**config.mk**
```make
export PLATFORM = sky130hd
export DESIGN_NAME = pwm_dir_rx
export DESIGN_NICKNAME = d
export VERILOG_FILES = /design/src/rtl/pwm_pkg.sv /design/src/rtl/pwm_sync.sv /design/src/rtl/pwm_dir_rx.sv
export SDC_FILE = /design/constraint.sdc
export NUM_CORES = 1
export LEC_CHECK = 0
export CELL_PAD_IN_SITES_DETAIL_PLACEMENT = 2
export CELL_PAD_IN_SITES_GLOBAL_PLACEMENT = 2
export CORE_ASPECT_RATIO = 1.4
export CORE_MARGIN = 2
export CORE_UTILIZATION = 40
export CTS_CLUSTER_DIAMETER = 40
export CTS_CLUSTER_SIZE = 24
export DETAILED_ROUTE_END_ITERATION = 7
export PLACE_DENSITY = 0.95
export SLEW_MARGIN = 10
export SYNTH_ARGS = -nofsm -noshare
export SYNTH_HDL_FRONTEND = slang
export SYNTH_SLANG_ARGS = --single-unit
```
**constraint.sdc**
```tcl
create_clock -name clk -period 3 [get_ports clk]
set_input_delay 0.45 -clock clk [delete_from_list [all_inputs] [get_ports clk]]
set_output_delay 0.45 -clock clk [all_outputs]
set_load 0.03 [all_outputs]
```
**src/rtl/pwm_pkg.sv**
```systemverilog
// Constants shared by the direction-PWM transmitter and receiver, plus the
// receiver's frame-tracking state encoding.
package pwm_pkg;

   localparam int         PWM_NOM_PERIOD  = 606;
   localparam int         PWM_MIN_HIGH    = 229;
   localparam int         PWM_MAX_HIGH    = 371;
   localparam logic [7:0] PWM_NEUTRAL_DIR = 8'd150;

   localparam int         CNT_W   = 10;
   localparam logic [CNT_W-1:0] CNT_MAX = '1;

   typedef enum logic [1:0] {
      SYNC,
      HIGH,
      LOW
   } pwm_state_t;

   // The transmitter encodes direction d as a high width of 2*d cycles.
   function automatic logic [7:0] dir_from_high(input logic [CNT_W-1:0] high_cnt);
      return high_cnt[8:1];
   endfunction

endpackage

```
**src/rtl/pwm_sync.sv**
```systemverilog
// Two-flop synchronizer for the asynchronous PWM line, plus a third flop
// that provides single-cycle rise/fall strobes on the synchronized level.
module pwm_sync (
   input  logic clk,
   input  logic rst,
   input  logic async_in,
   output logic sync_level,
   output logic rise,
   output logic fall
);

   logic meta;
   logic sync;
   logic prev;

   // NOTE: sequential state uses non-blocking assignments so every flop
   // samples the pre-edge value of its neighbour; blocking here would
   // collapse the chain into a single flop.
   always_ff @(posedge clk or posedge rst) begin
      if (rst) begin
         meta <= 1'b0;
         sync <= 1'b0;
         prev <= 1'b0;
      end else begin
         meta <= async_in;
         sync <= meta;
         prev <= sync;
      end
   end

   assign sync_level = sync;
   assign rise       = sync & ~prev;
   assign fall       = ~sync & prev;

endmodule

```
**src/rtl/pwm_dir_rx.sv**
```systemverilog
// Direction-PWM receiver: measures high width and frame period of each
// frame, validates both, and publishes high/2 as the direction value.
module pwm_dir_rx
   import pwm_pkg::*;
#(
   parameter int NOM_PERIOD = PWM_NOM_PERIOD,
   parameter int PERIOD_TOL = 6,
   parameter int MIN_HIGH   = PWM_MIN_HIGH,
   parameter int MAX_HIGH   = PWM_MAX_HIGH,
   parameter int TIMEOUT    = 1023
) (
   input  logic       clk,
   input  logic       rst,
   input  logic       pwm_in,
   output logic [7:0] data_out,
   output logic       data_valid,
   output logic       frame_err,
   output logic       signal_lost
);

   localparam logic [CNT_W-1:0] PERIOD_LO   = CNT_W'(NOM_PERIOD - PERIOD_TOL);
   localparam logic [CNT_W-1:0] PERIOD_HI   = CNT_W'(NOM_PERIOD + PERIOD_TOL);
   localparam logic [CNT_W-1:0] HIGH_LO     = CNT_W'(MIN_HIGH);
   localparam logic [CNT_W-1:0] HIGH_HI     = CNT_W'(MAX_HIGH);
   localparam logic [CNT_W-1:0] TIMEOUT_CNT = CNT_W'(TIMEOUT);

   logic sync_level;
   logic rise;
   logic fall;

   pwm_sync u_sync (
      .clk        (clk),
      .rst        (rst),
      .async_in   (pwm_in),
      .sync_level (sync_level),
      .rise       (rise),
      .fall       (fall)
   );

   logic [CNT_W-1:0] period_cnt;
   logic [CNT_W-1:0] high_cnt;

   // Loading 1 on the rise cycle counts that cycle, so at the next rise the
   // registers hold exactly the period and the high width of the frame.
   always_ff @(posedge clk or posedge rst) begin
      if (rst) begin
         period_cnt <= '0;
         high_cnt   <= '0;
      end else if (rise) begin
         period_cnt <= CNT_W'(1);
         high_cnt   <= CNT_W'(1);
      end else begin
         if (period_cnt != CNT_MAX) period_cnt <= period_cnt + 1'b1;
         if (sync_level && high_cnt != CNT_MAX) high_cnt <= high_cnt + 1'b1;
      end
   end

   pwm_state_t state;
   pwm_state_t state_nxt;
   logic       frame_done;
   logic       frame_good;
   logic       lost_set;
   logic       timed_out;
   logic       in_limits;

   assign timed_out = (period_cnt >= TIMEOUT_CNT);
   assign in_limits = (high_cnt >= HIGH_LO) && (high_cnt <= HIGH_HI) &&
                      (period_cnt >= PERIOD_LO) && (period_cnt <= PERIOD_HI);

   always_ff @(posedge clk or posedge rst) begin
      if (rst) state <= SYNC;
      else     state <= state_nxt;
   end

   // NOTE: every output of this block gets a default before the case, so no
   // path leaves a signal unassigned and no latch is inferred.
   always_comb begin
      state_nxt  = state;
      frame_done = 1'b0;
      frame_good = 1'b0;
      lost_set   = 1'b0;
      unique case (state)
         SYNC: begin
            if (rise) state_nxt = HIGH;
         end
         HIGH: begin
            if (timed_out) begin
               state_nxt = SYNC;
               lost_set  = 1'b1;
            end else if (fall) begin
               state_nxt = LOW;
            end
         end
         LOW: begin
            if (timed_out) begin
               state_nxt = SYNC;
               lost_set  = 1'b1;
            end else if (rise) begin
               state_nxt  = HIGH;
               frame_done = 1'b1;
               frame_good = in_limits;
            end
         end
         default: state_nxt = SYNC;
      endcase
   end

   always_ff @(posedge clk or posedge rst) begin
      if (rst) begin
         data_out    <= PWM_NEUTRAL_DIR;
         data_valid  <= 1'b0;
         frame_err   <= 1'b0;
         signal_lost <= 1'b1;
      end else begin
         data_valid <= frame_done & frame_good;
         frame_err  <= frame_done & ~frame_good;
         if (frame_done && frame_good) begin
            data_out    <= dir_from_high(high_cnt);
            signal_lost <= 1'b0;
         end else if (lost_set) begin
            signal_lost <= 1'b1;
         end
      end
   end

endmodule

```
==> metrics.log, run 1 <==
[metrics] total clock sinks: 36
[metrics] Setup crit start kind: flip-flop
[metrics] number of flops mapped to enable cells by yosys: 0
[metrics] number of primary I/O pins: 14
[metrics] max capacitance violation total: 0
[metrics] Resized cells post-CTS: 0
[metrics] average cell area after synthesis: between 10 and 15 um2
[metrics] total overflow reported by the global router: 0
[metrics] Synthesis Warnings: 0
[metrics] capturing point of the worst reg2reg path: data_out[3]
[metrics] worst reg2reg startpoint: high_cnt[0]
[metrics] site row count: 29
[metrics] Num CTS Buffers: 5
[metrics] r2r worst-path depth: 7
[metrics] Initial DRC Count: 27
[metrics] post-layout net count: around 210
[metrics] antenna cells: 0
[metrics] placement-stage worst setup slack: approximately 0.76 ns
[metrics] number of detailed-routing iterations run before antenna repair: 4
[metrics] number of antenna violations at the first check in global routing: 0
[metrics] TritonCTS clock tree: done
[metrics] Worst Hold End: u_sync.sync_level
[metrics] critical path start-end classification: reg2reg
[metrics] critical path data arrival time: around 2.4 ns
[metrics] fmax: ~440 MHz
[metrics] pwr/cell area: ~550 mW/mm2
[metrics] FF+latch count, synth: 36
[metrics] routed vias/inst: 5.66
[metrics] final worst-path setup slack: 0.736 ns
[metrics] Post-DP Area: approximately 0.002 mm2
[metrics] vias in the first global route: 1698
[metrics] area overhead of the layout relative to synthesis: 16.4%
[metrics] remaining routing DRC violations: 0
[metrics] antenna violation net count after detailed routing: 0
[metrics] dominant synthesized flop cell: dfrtp_1
[metrics] unrepaired setup endpoints after global routing: false
[metrics] starting density of the core: between 40% and 50%
[metrics] clock-pin slew on the worst setup and hold paths: about 0.07 ns
[metrics] remaining max-slew budget at the tightest pin: ~51%
[metrics] leakage power total: ~0.93 nW
[metrics] hold buffer count at CTS: 0
[metrics] number of hold-slack violations in the final timing report: 0
[metrics] final critical path time including I/O delays and setup: 2.26 ns
[metrics] CTS root buffer: clkbuf_8
[metrics] vias after detailed routing: 1465
[metrics] die outline height: approximately 84 um
[metrics] instance count along the most critical hold path: 0
[metrics] H-tree Lvls: 2
[metrics] Skew-Pair Late Insertion Delay: between 0.2 and 0.3 ns
[metrics] setup-violating endpoint count in the final report: 0
[metrics] measured slew at the worst slew-check pin: just over 0.7 ns
[metrics] highest fanout seen on the critical path: 10
[metrics] final non-filler cell area: between 0.002 and 0.0025 mm2
[metrics] Detailed Route WL: ~5300 um
[metrics] total power: 1.17 mW
[metrics] CTS Buffer Depth: 2
[metrics] Die W: around 61 um
[metrics] fraction of the yosys area taken by sequential cells: 49.7%
[metrics] per-cell routed wire length: a little over 20 um
[metrics] Port Buffer Count: 13
[metrics] Setup TNS: 0 ns
[metrics] skew final: between 0.007 and 0.008 ns
[metrics] worst IR drop on VDD: ~0.00032 V
[metrics] floorplan die area: 0.00512 mm2
[metrics] post-route clock period utilization: around three quarters
[metrics] startpoint of the most critical hold path: u_sync.meta
[metrics] Yosys cell types: 42
[metrics] mapped cell area: approximately 0.0018 mm2
[metrics] outcome: complete, no violations
[metrics] first-pass GRT wire length: 8830 um
[metrics] cells after synthesis: about 180
[metrics] internal reg-to-reg setup slack: about 0.74 ns
[metrics] CP endpoint kind: flip-flop
[metrics] GR Util All Layers: a little under a quarter
[metrics] Synth Net Count: between 150 and 200
[metrics] Detail Placement HPWL: ~3700 um
[metrics] core area: 0.00446 mm2
[metrics] count of buffers added by post-CTS timing repair for setup: 0
[metrics] GP Congestion: roughly 0.81
[metrics] class of the tightest hold or removal check: reg2reg
[metrics] fraction of layout cells with a size suffix above 1: 15.7%
[metrics] post-synthesis async set-or-reset flop share: 100%
[metrics] pin count of the biggest net entering global routing: 19
[metrics] Critical Path RT: 3.17 ns
[metrics] max-slew violation count: 0
-- critical path, cell delays in order (launching register included) --
cell,delay [ns]
dfrtp_1,0.47
inv_1,0.11
ha_1,0.22
nand2b_1,0.09
a211o_1,0.13
a41oi_1,0.21
nor3_4,0.50
mux2_2,0.41
-- synth_stat cells, types with 4 or more instances --
master   instances  area, um2
or3_1            4       25.0
nor2_1          21       78.8
nand2_1         12       45.0
nand3_1         11       55.1
a21oi_1         10       50.1
inv_1            8       30.0
o21ai_0          7       35.0
dfstp_2          5        131
xnor2_1          5       43.8
dfrtp_1         31        776
mux2_2           8       90.1
ha_1             9        113
xor2_1           5       43.8
-- kinds of logic (layout without fill, tap and decap cells) --
group / count (synthesis) / in the layout / synth area share (%)
adders and majority gates: 9 / 9 / 6.17
AOI/OAI and AO/OA: 29 / 29 / 9.95
xor gates and xnor gates: 10 / 10 / 4.80
and+or+nand+nor: 72 / 72 / 21.3
muxes: 8 / 8 / 4.94
DFF: 36 / 36 / 49.7
buffers and inverters: 12 / 33 / 3.09
-- area by class of cell --
type	instances	area, um2
multi-input combinational	128	861
clock inverter	3	18.8
fill	467	2340
tap	62	77.6
clock buffer	5	68.8
inverter	8	30.0
sequential	36	907
timing repair buffer	17	160
-- layer usage --
layer,global-route usage (%),up-vias,part of all wire (%)
met3,3.41,15,2.8
met1,27.3,759,38
li1,-,661,-
met4,8.89,0,3.1
met5,0,-,0
met2,40.5,30,56
-- registers in the layout, summed over array words and instances (netlist names) --
name / count
data_valid: 1
state: 2
frame_err: 1
signal_lost: 1
data_out: 8
period_cnt: 10
u_sync.sync_level: 1
high_cnt: 10
u_sync.meta: 1
u_sync.prev: 1
-- worst max-delay path by stage --
stage / start / endpoint / slack (ns)
floorplan: period_cnt[0] / data_out[0] / 1.00
global placement: period_cnt[7] / data_out[5] / 0.86
detailed placement: period_cnt[7] / data_out[3] / 0.76
CTS: high_cnt[0] / data_out[3] / 0.71
global route: period_cnt[7] / data_out[3] / 0.57
finish: high_cnt[0] / data_out[3] / 0.74
-- through the flow --
stage,hold slack (ns),util (%),std cells
floorplan,0.331,-,176
global placement,0.337,45.6,251
detailed placement,0.345,45.6,251
CTS,0.362,47.6,259
global route,0.372,47.6,259
finish,0.358,47.6,259
-- power by group --
part | total [mW] | switching [mW] | internal (mW)
Sequential | 0.603 | 0.0715 | 0.531
Combinational | 0.227 | 0.137 | 0.0908
Clock | 0.343 | 0.181 | 0.162
-- layout by cell type, fill, tap and decap left out, drive strengths merged, types with 2 or more instances in the layout --
cell / Yosys / final
nor4: 2 / 2
and4: 2 / 2
nor3: 4 / 4
dfrtp: 31 / 31
o21ai: 7 / 7
xor2: 5 / 5
nor2: 21 / 21
nand2b: 2 / 2
nor2b: 2 / 2
nand4: 2 / 2
mux2: 8 / 8
clkbuf: 3 / 5
dfstp: 5 / 5
o31ai: 3 / 3
inv: 8 / 8
clkdlybuf4s50: 0 / 13
xnor2: 5 / 5
nor4b: 2 / 2
and3: 2 / 2
nand2: 12 / 12
a21oi: 10 / 10
or3: 5 / 5
clkinv: 0 / 3
buf: 1 / 4
nand3: 12 / 12
ha: 9 / 9
Note: power is estimated with default switching activity, not from simulation.
==> run 2: changes to the inputs <==
- CORE_UTILIZATION: 40 -> 37
- PLACE_DENSITY: 0.95 -> 0.89
- clock period: 3 -> 2.2 ns (I/O delays scaled with it)
==> run 2 against run 1 <==
- critical path depth stayed put
- hold slack better by 0.0091 ns
- count of clock-buffer cells in the layout is the same
- critical path type unchanged
- sequential cell count unchanged
- clock skew shrank 0.00080 ns
- maximum frequency rose by 8.3%
- worst setup slack got worse by 0.63 ns
- via count is 0.20% higher
- largest cell class unchanged
- first-iteration DRC count is 41% higher
==> metrics.log, run 2 (synthesized netlist as in run 1, its figures left out) <==
[metrics] internal reg-to-reg setup slack: between 0.1 and 0.15 ns
[metrics] routed vias/inst: between 5 and 6
[metrics] first-pass GRT wire length: 9580 um
[metrics] Detailed Route WL: 5970 um
[metrics] wire length the detailed router placed on met1: 2260 um
[metrics] remaining max-slew budget at the tightest pin: 69.3%
[metrics] unrepaired setup endpoints after global routing: false
[metrics] H-tree Lvls: 2
[metrics] GR Util All Layers: a little under a quarter
[metrics] fmax: 478 MHz
[metrics] clock-pin slew on the worst setup and hold paths: roughly 0.080 ns
[metrics] remaining routing DRC violations: 0
[metrics] Die W: ~63 um
[metrics] Setup TNS: 0 ns
[metrics] met2 routed wirelength: about 3400 um
[metrics] critical path start-end classification: reg2reg
[metrics] critical path data arrival time: ~2.3 ns
[metrics] CP endpoint kind: flip-flop
[metrics] total clock sinks: 36
[metrics] worst IR drop on VDD: around 0.00040 V
[metrics] Port Buffer Count: 13
[metrics] core area: 0.00480 mm2
[metrics] Detail Placement HPWL: ~4000 um
[metrics] met3 wire length: approximately 150 um
[metrics] Num CTS Buffers: 5
[metrics] number of primary I/O pins: 14
[metrics] vias after detailed routing: 1468
[metrics] site row count: 30
[metrics] highest metal layer with signal wires: met4
[metrics] post-route clock period utilization: 95.0%
[metrics] max-slew violation count: 0
[metrics] antenna violation net count after detailed routing: 0
[metrics] skew final: 0.00666 ns
[metrics] CTS Buffer Depth: 2
[metrics] Critical Path RT: roughly 2.4 ns
[metrics] sequential cell area: just over 900 um2
[metrics] top library cells by usage in the layout, fill and taps aside: dfrtp_1, nor2_1, clkdlybuf4s50_1
[metrics] antenna cells: 0
[metrics] post-layout net count: between 200 and 250
[metrics] total overflow reported by the global router: 0
[metrics] GP Congestion: between 0.8 and 0.9
[metrics] Layout Utilization: between 40% and 50%
[metrics] Initial DRC Count: 38
[metrics] leakage power total: roughly 0.97 nW
[metrics] Worst Hold End: u_sync.sync_level
[metrics] vias in the first global route: roughly 1800
[metrics] floorplan die area: 0.00552 mm2
[metrics] max capacitance violation total: 0
[metrics] startpoint of the most critical hold path: u_sync.meta
[metrics] Skew-Pair Late Insertion Delay: 0.30 ns
[metrics] r2r worst-path depth: 7
[metrics] most common cell after layout, fill and taps aside: dfrtp_1
[metrics] per-cell routed wire length: between 20 and 25 um
[metrics] number of antenna violations at the first check in global routing: 0
[metrics] pin count of the biggest net entering global routing: 37
[metrics] setup-violating endpoint count in the final report: 0
[metrics] number of hold-slack violations in the final timing report: 0
[metrics] die outline height: roughly 87 um
[metrics] measured slew at the worst slew-check pin: approximately 0.45 ns
[metrics] Setup crit start kind: flip-flop
[metrics] hold buffer count at CTS: 0
[metrics] area used by multi-input combinational logic: a little under 900 um2
[metrics] final critical path time including I/O delays and setup: approximately 2.1 ns
[metrics] biggest regs: high_cnt: 10 flops, period_cnt: 10 flops, data_out: 8 flops
[metrics] outcome: complete, no violations
[metrics] number of detailed-routing iterations run before antenna repair: 4
[metrics] instance count along the most critical hold path: 0
[metrics] CTS root buffer: clkbuf_8
[metrics] area overhead of the layout relative to synthesis: 21.5%
[metrics] Fillers: roughly 530
[metrics] starting density of the core: a little under two fifths
[metrics] pwr/cell area: between 700 and 800 mW/mm2
[metrics] TritonCTS clock tree: done
[metrics] highest fanout seen on the critical path: 10
[metrics] capturing point of the worst reg2reg path: data_out[6]
[metrics] class of the tightest hold or removal check: reg2reg
[metrics] fraction of layout cells with a size suffix above 1: 20.6%
[metrics] worst reg2reg startpoint: period_cnt[1]
-- run 2: cell types whose count changed in the layout (fill, tap and decap cells not counted), sizes merged --
cell and delta:
buf +7, clkinv -2, clkinvlp +2
-- run 2: cell type report --
class	instances	area share, %
Sequential cell	36	40.9
Multi-Input combinational cell	128	39.8
Timing Repair Buffer	24	10.2
Tap cell	64	3.61
Clock buffer	5	3.10
Inverter	8	1.35
Clock inverter	3	1.07
-- run 2: per-stage QoR --
step | hold WS [ns] | area, um2 | total power, mW | worst slack (ns) | std cells
after floorplan | 0.331 | 1820 | 1.02 | 0.201 | 176
after global placement | 0.334 | 2080 | 1.08 | 0.0727 | 259
after detailed placement | 0.348 | 2080 | 1.15 | -0.0335 | 259
after CTS | 0.373 | 2210 | 1.66 | 0.00939 | 268
after global routing | 0.377 | 2220 | 1.73 | 0.0426 | 268
final | 0.368 | 2220 | 1.65 | 0.110 | 268
-- run 2: how the worst max path moves through the flow --
stage	startpoint	endpoint	slack, ns	cells after the start
final	period_cnt[1]	data_out[6]	0.11	7
after CTS	high_cnt[3]	data_out[6]	0.009	6
after detailed placement	period_cnt[7]	data_out[6]	-0.03	5
after floorplan	period_cnt[0]	data_out[0]	0.20	7
after global placement	period_cnt[7]	data_out[6]	0.07	5
after global routing	period_cnt[1]	data_out[6]	0.04	7
-- run 2: routing by layer --
metal  up-vias  global-route usage [%]
met5         -                       0
met4         0                    11.1
met3        14                    4.27
met2        25                    45.5
met1       759                    24.2
li1        670                       -
-- run 2: power by group --
group | switching, mW | total (mW) | internal, mW
combinational | 0.207 | 0.344 | 0.137
clock | 0.267 | 0.491 | 0.224
sequential | 0.0886 | 0.813 | 0.725
-- run 2: timing repair --
item,4_1_cts,5_1_grt
endpoints found under the setup margin,8,5
gates resized for setup,2,3
pin swaps,1,3
setup buffers,1,0
-- run 2: critical path, stage by stage (launching register included) --
cell and delay [ns]:
dfrtp_1 0.42, ha_1 0.28, nand3_1 0.14, or4_4 0.49, nand3_2 0.13, nor3_4 0.06
buf_12 0.15, mux2_2 0.30
==> run 3: changes to the inputs <==
--- a/config.mk
+++ b/config.mk
@@ -16,2 +16,3 @@
 export PLACE_DENSITY = 0.89
+export RECOVER_POWER = 50
 export SLEW_MARGIN = 10
--- a/constraint.sdc
+++ b/constraint.sdc
@@ -3,2 +3,2 @@
 set_output_delay 0.33 -clock clk [all_outputs]
-set_load 0.03 [all_outputs]
+set_load 0.02 [all_outputs]
==> run 3 against run 2 <==
- core utilization fell by 0.13 points
- non-clock buffer count did not move
- global-route usage did not move
- final area fell by 0.28%
- hold slack barely moved
- worst setup slack barely moved
- critical endpoint unchanged
==> metrics.log, run 3 (synthesized netlist as in run 1, its figures left out) <==
[metrics] outcome: complete, no violations
[metrics] max capacitance violation total: 0
[metrics] total clock sinks: 36
[metrics] Critical Path Slowest Stage Cell: or4_4
[metrics] number of detailed-routing iterations run before antenna repair: 4
[metrics] antenna cells: 0
[metrics] critical path start-end classification: reg2reg
[metrics] antenna violation net count after detailed routing: 0
[metrics] measured slew at the worst slew-check pin: 0.919 ns
[metrics] Initial DRC Count: 38
[metrics] Critical Path RT: roughly 2.4 ns
[metrics] hold buffer count at CTS: 0
[metrics] GR Util All Layers: roughly a quarter
[metrics] class of the tightest hold or removal check: reg2reg
[metrics] pwr/cell area: between 700 and 800 mW/mm2
[metrics] critical path data arrival time: 2.27 ns
[metrics] CTS Buffer Depth: 2
[metrics] pin count of the biggest net entering global routing: 37
[metrics] clock-pin slew on the worst setup and hold paths: 0.08 ns
[metrics] post-route worst hold slack: 0.368 ns
[metrics] unrepaired setup endpoints after global routing: false
[metrics] max-slew violation count: 0
[metrics] fmax: about 480 MHz
[metrics] area overhead of the layout relative to synthesis: 21.2%
[metrics] final critical path time including I/O delays and setup: 2.09 ns
[metrics] Skew-Pair Late Insertion Delay: approximately 0.30 ns
[metrics] skew final: 0.00675 ns
[metrics] routed vias/inst: around 5.5
[metrics] number of hold-slack violations in the final timing report: 0
[metrics] chain of cells forming the critical path: ha_1 > nand3_1 > or4_4 > nand3_2 > nor3_4 > buf_12 > mux2_2
[metrics] Detail Placement HPWL: roughly 4000 um
[metrics] TritonCTS clock tree: done
[metrics] highest fanout seen on the critical path: 10
[metrics] vias after detailed routing: roughly 1500
[metrics] core area: 0.00480 mm2
[metrics] site row count: 30
[metrics] worst IR drop on VDD: around 0.00040 V
[metrics] remaining routing DRC violations: 0
[metrics] vias in the first global route: 1756
[metrics] Post-DP Area: between 0.002 and 0.0025 mm2
[metrics] top library cells by usage in the layout, fill and taps aside: dfrtp_1, nor2_1, nand2_1
[metrics] Setup crit start kind: flip-flop
[metrics] die outline height: 87.1 um
[metrics] number of antenna violations at the first check in global routing: 0
[metrics] H-tree Lvls: 2
[metrics] post-route clock period utilization: 95.0%
[metrics] remaining max-slew budget at the tightest pin: approximately 39%
[metrics] Num CTS Buffers: 5
[metrics] biggest regs: high_cnt: 10 flops, period_cnt: 10 flops, data_out: 8 flops
[metrics] final non-filler cell area: roughly 0.0022 mm2
[metrics] leakage power total: 0.962 nW
[metrics] fraction of layout cells with a size suffix above 1: around a fifth
[metrics] most common cell after layout, fill and taps aside: dfrtp_1
[metrics] first-pass GRT wire length: around 9600 um
[metrics] per-cell routed wire length: about 22 um
[metrics] post-layout net count: ~220
[metrics] Detailed Route WL: 5970 um
[metrics] CTS root buffer: clkbuf_8
[metrics] GP Congestion: 0.841
[metrics] Port Buffer Count: 13
[metrics] Critical Path Max Stage Delay: between 0.4 and 0.5 ns
[metrics] floorplan die area: 0.00552 mm2
[metrics] setup-violating endpoint count in the final report: 0
[metrics] starting density of the core: between 30% and 40%
[metrics] total overflow reported by the global router: 0
[metrics] number of primary I/O pins: 14
[metrics] CP endpoint kind: flip-flop
[metrics] Die W: 63.3 um
-- run 3: final timing paths --
path / startpoint / slack, ns / to / cells past startpoint
max in group asynchronous: rst / 0.86 / high_cnt[5] / 3
hold reg to reg: u_sync.meta / 0.37 / u_sync.sync_level / 0
min in group asynchronous: rst / 0.76 / period_cnt[6] / 3
setup / recovery: period_cnt[1] / 0.11 / data_out[6] / 7
setup reg to reg: period_cnt[1] / 0.11 / data_out[6] / 7
hold / removal: u_sync.meta / 0.37 / u_sync.sync_level / 0
-- run 3: layout make-up --
| cell class | count | area [um2] |
|---|---|---|
| fill | 532 | 2590 |
| timing repair buffer | 24 | 219 |
| tap | 64 | 80.1 |
| clock inverter | 3 | 23.8 |
| sequential | 36 | 907 |
| clock buffer | 5 | 68.8 |
| multi-input combinational | 128 | 882 |
| inverter | 8 | 30.0 |
-- run 3: power breakdown --
group | leakage (nW) | switching, mW | internal, mW
sequential | 0.464 | 0.0885 | 0.725
clock | 0.0404 | 0.267 | 0.224
combinational | 0.457 | 0.206 | 0.135
total | 0.962 | 0.561 | 1.08
-- run 3: critical path: cells and delay by family (launching register included) --
kind	cells	cell delay [ns]
adder cells (fa/ha/maj)	1	0.28
buffers and inverters	1	0.15
flip-flops	1	0.42
multiplexers	1	0.30
AND/OR/NAND/NOR	4	0.82
-- run 3: repair_timing --
action	CTS	global route
gates resized for setup	2	3
pin swaps	1	3
buffers inserted	1	0
endpoints found under the setup margin	8	5
-- run 3: layer usage --
metal	up-vias	GRT usage (%)	wire length [um]	share of wire, %
met5	-	0	0	0
met4	0	11.1	184	3.1
met3	14	4.27	173	2.9
met2	27	45.5	3370	56
met1	761	24.2	2240	38
li1	670	-	-	-
-- run 3: through the flow --
| step | instances | TNS (ns) | power, mW | setup slack [ns] | util, % |
|---|---|---|---|---|---|
| global route | 268 | 0 | 1.73 | 0.0426 | 46.0 |
| detailed placement | 259 | -0.0707 | 1.15 | -0.0335 | 43.4 |
| CTS | 268 | 0 | 1.66 | 0.00939 | 46.0 |
| floorplan | 176 | 0 | 1.02 | 0.201 | - |
| global placement | 259 | 0 | 1.08 | 0.0727 | 43.4 |
| finish | 268 | 0 | 1.64 | 0.110 | 46.0 |
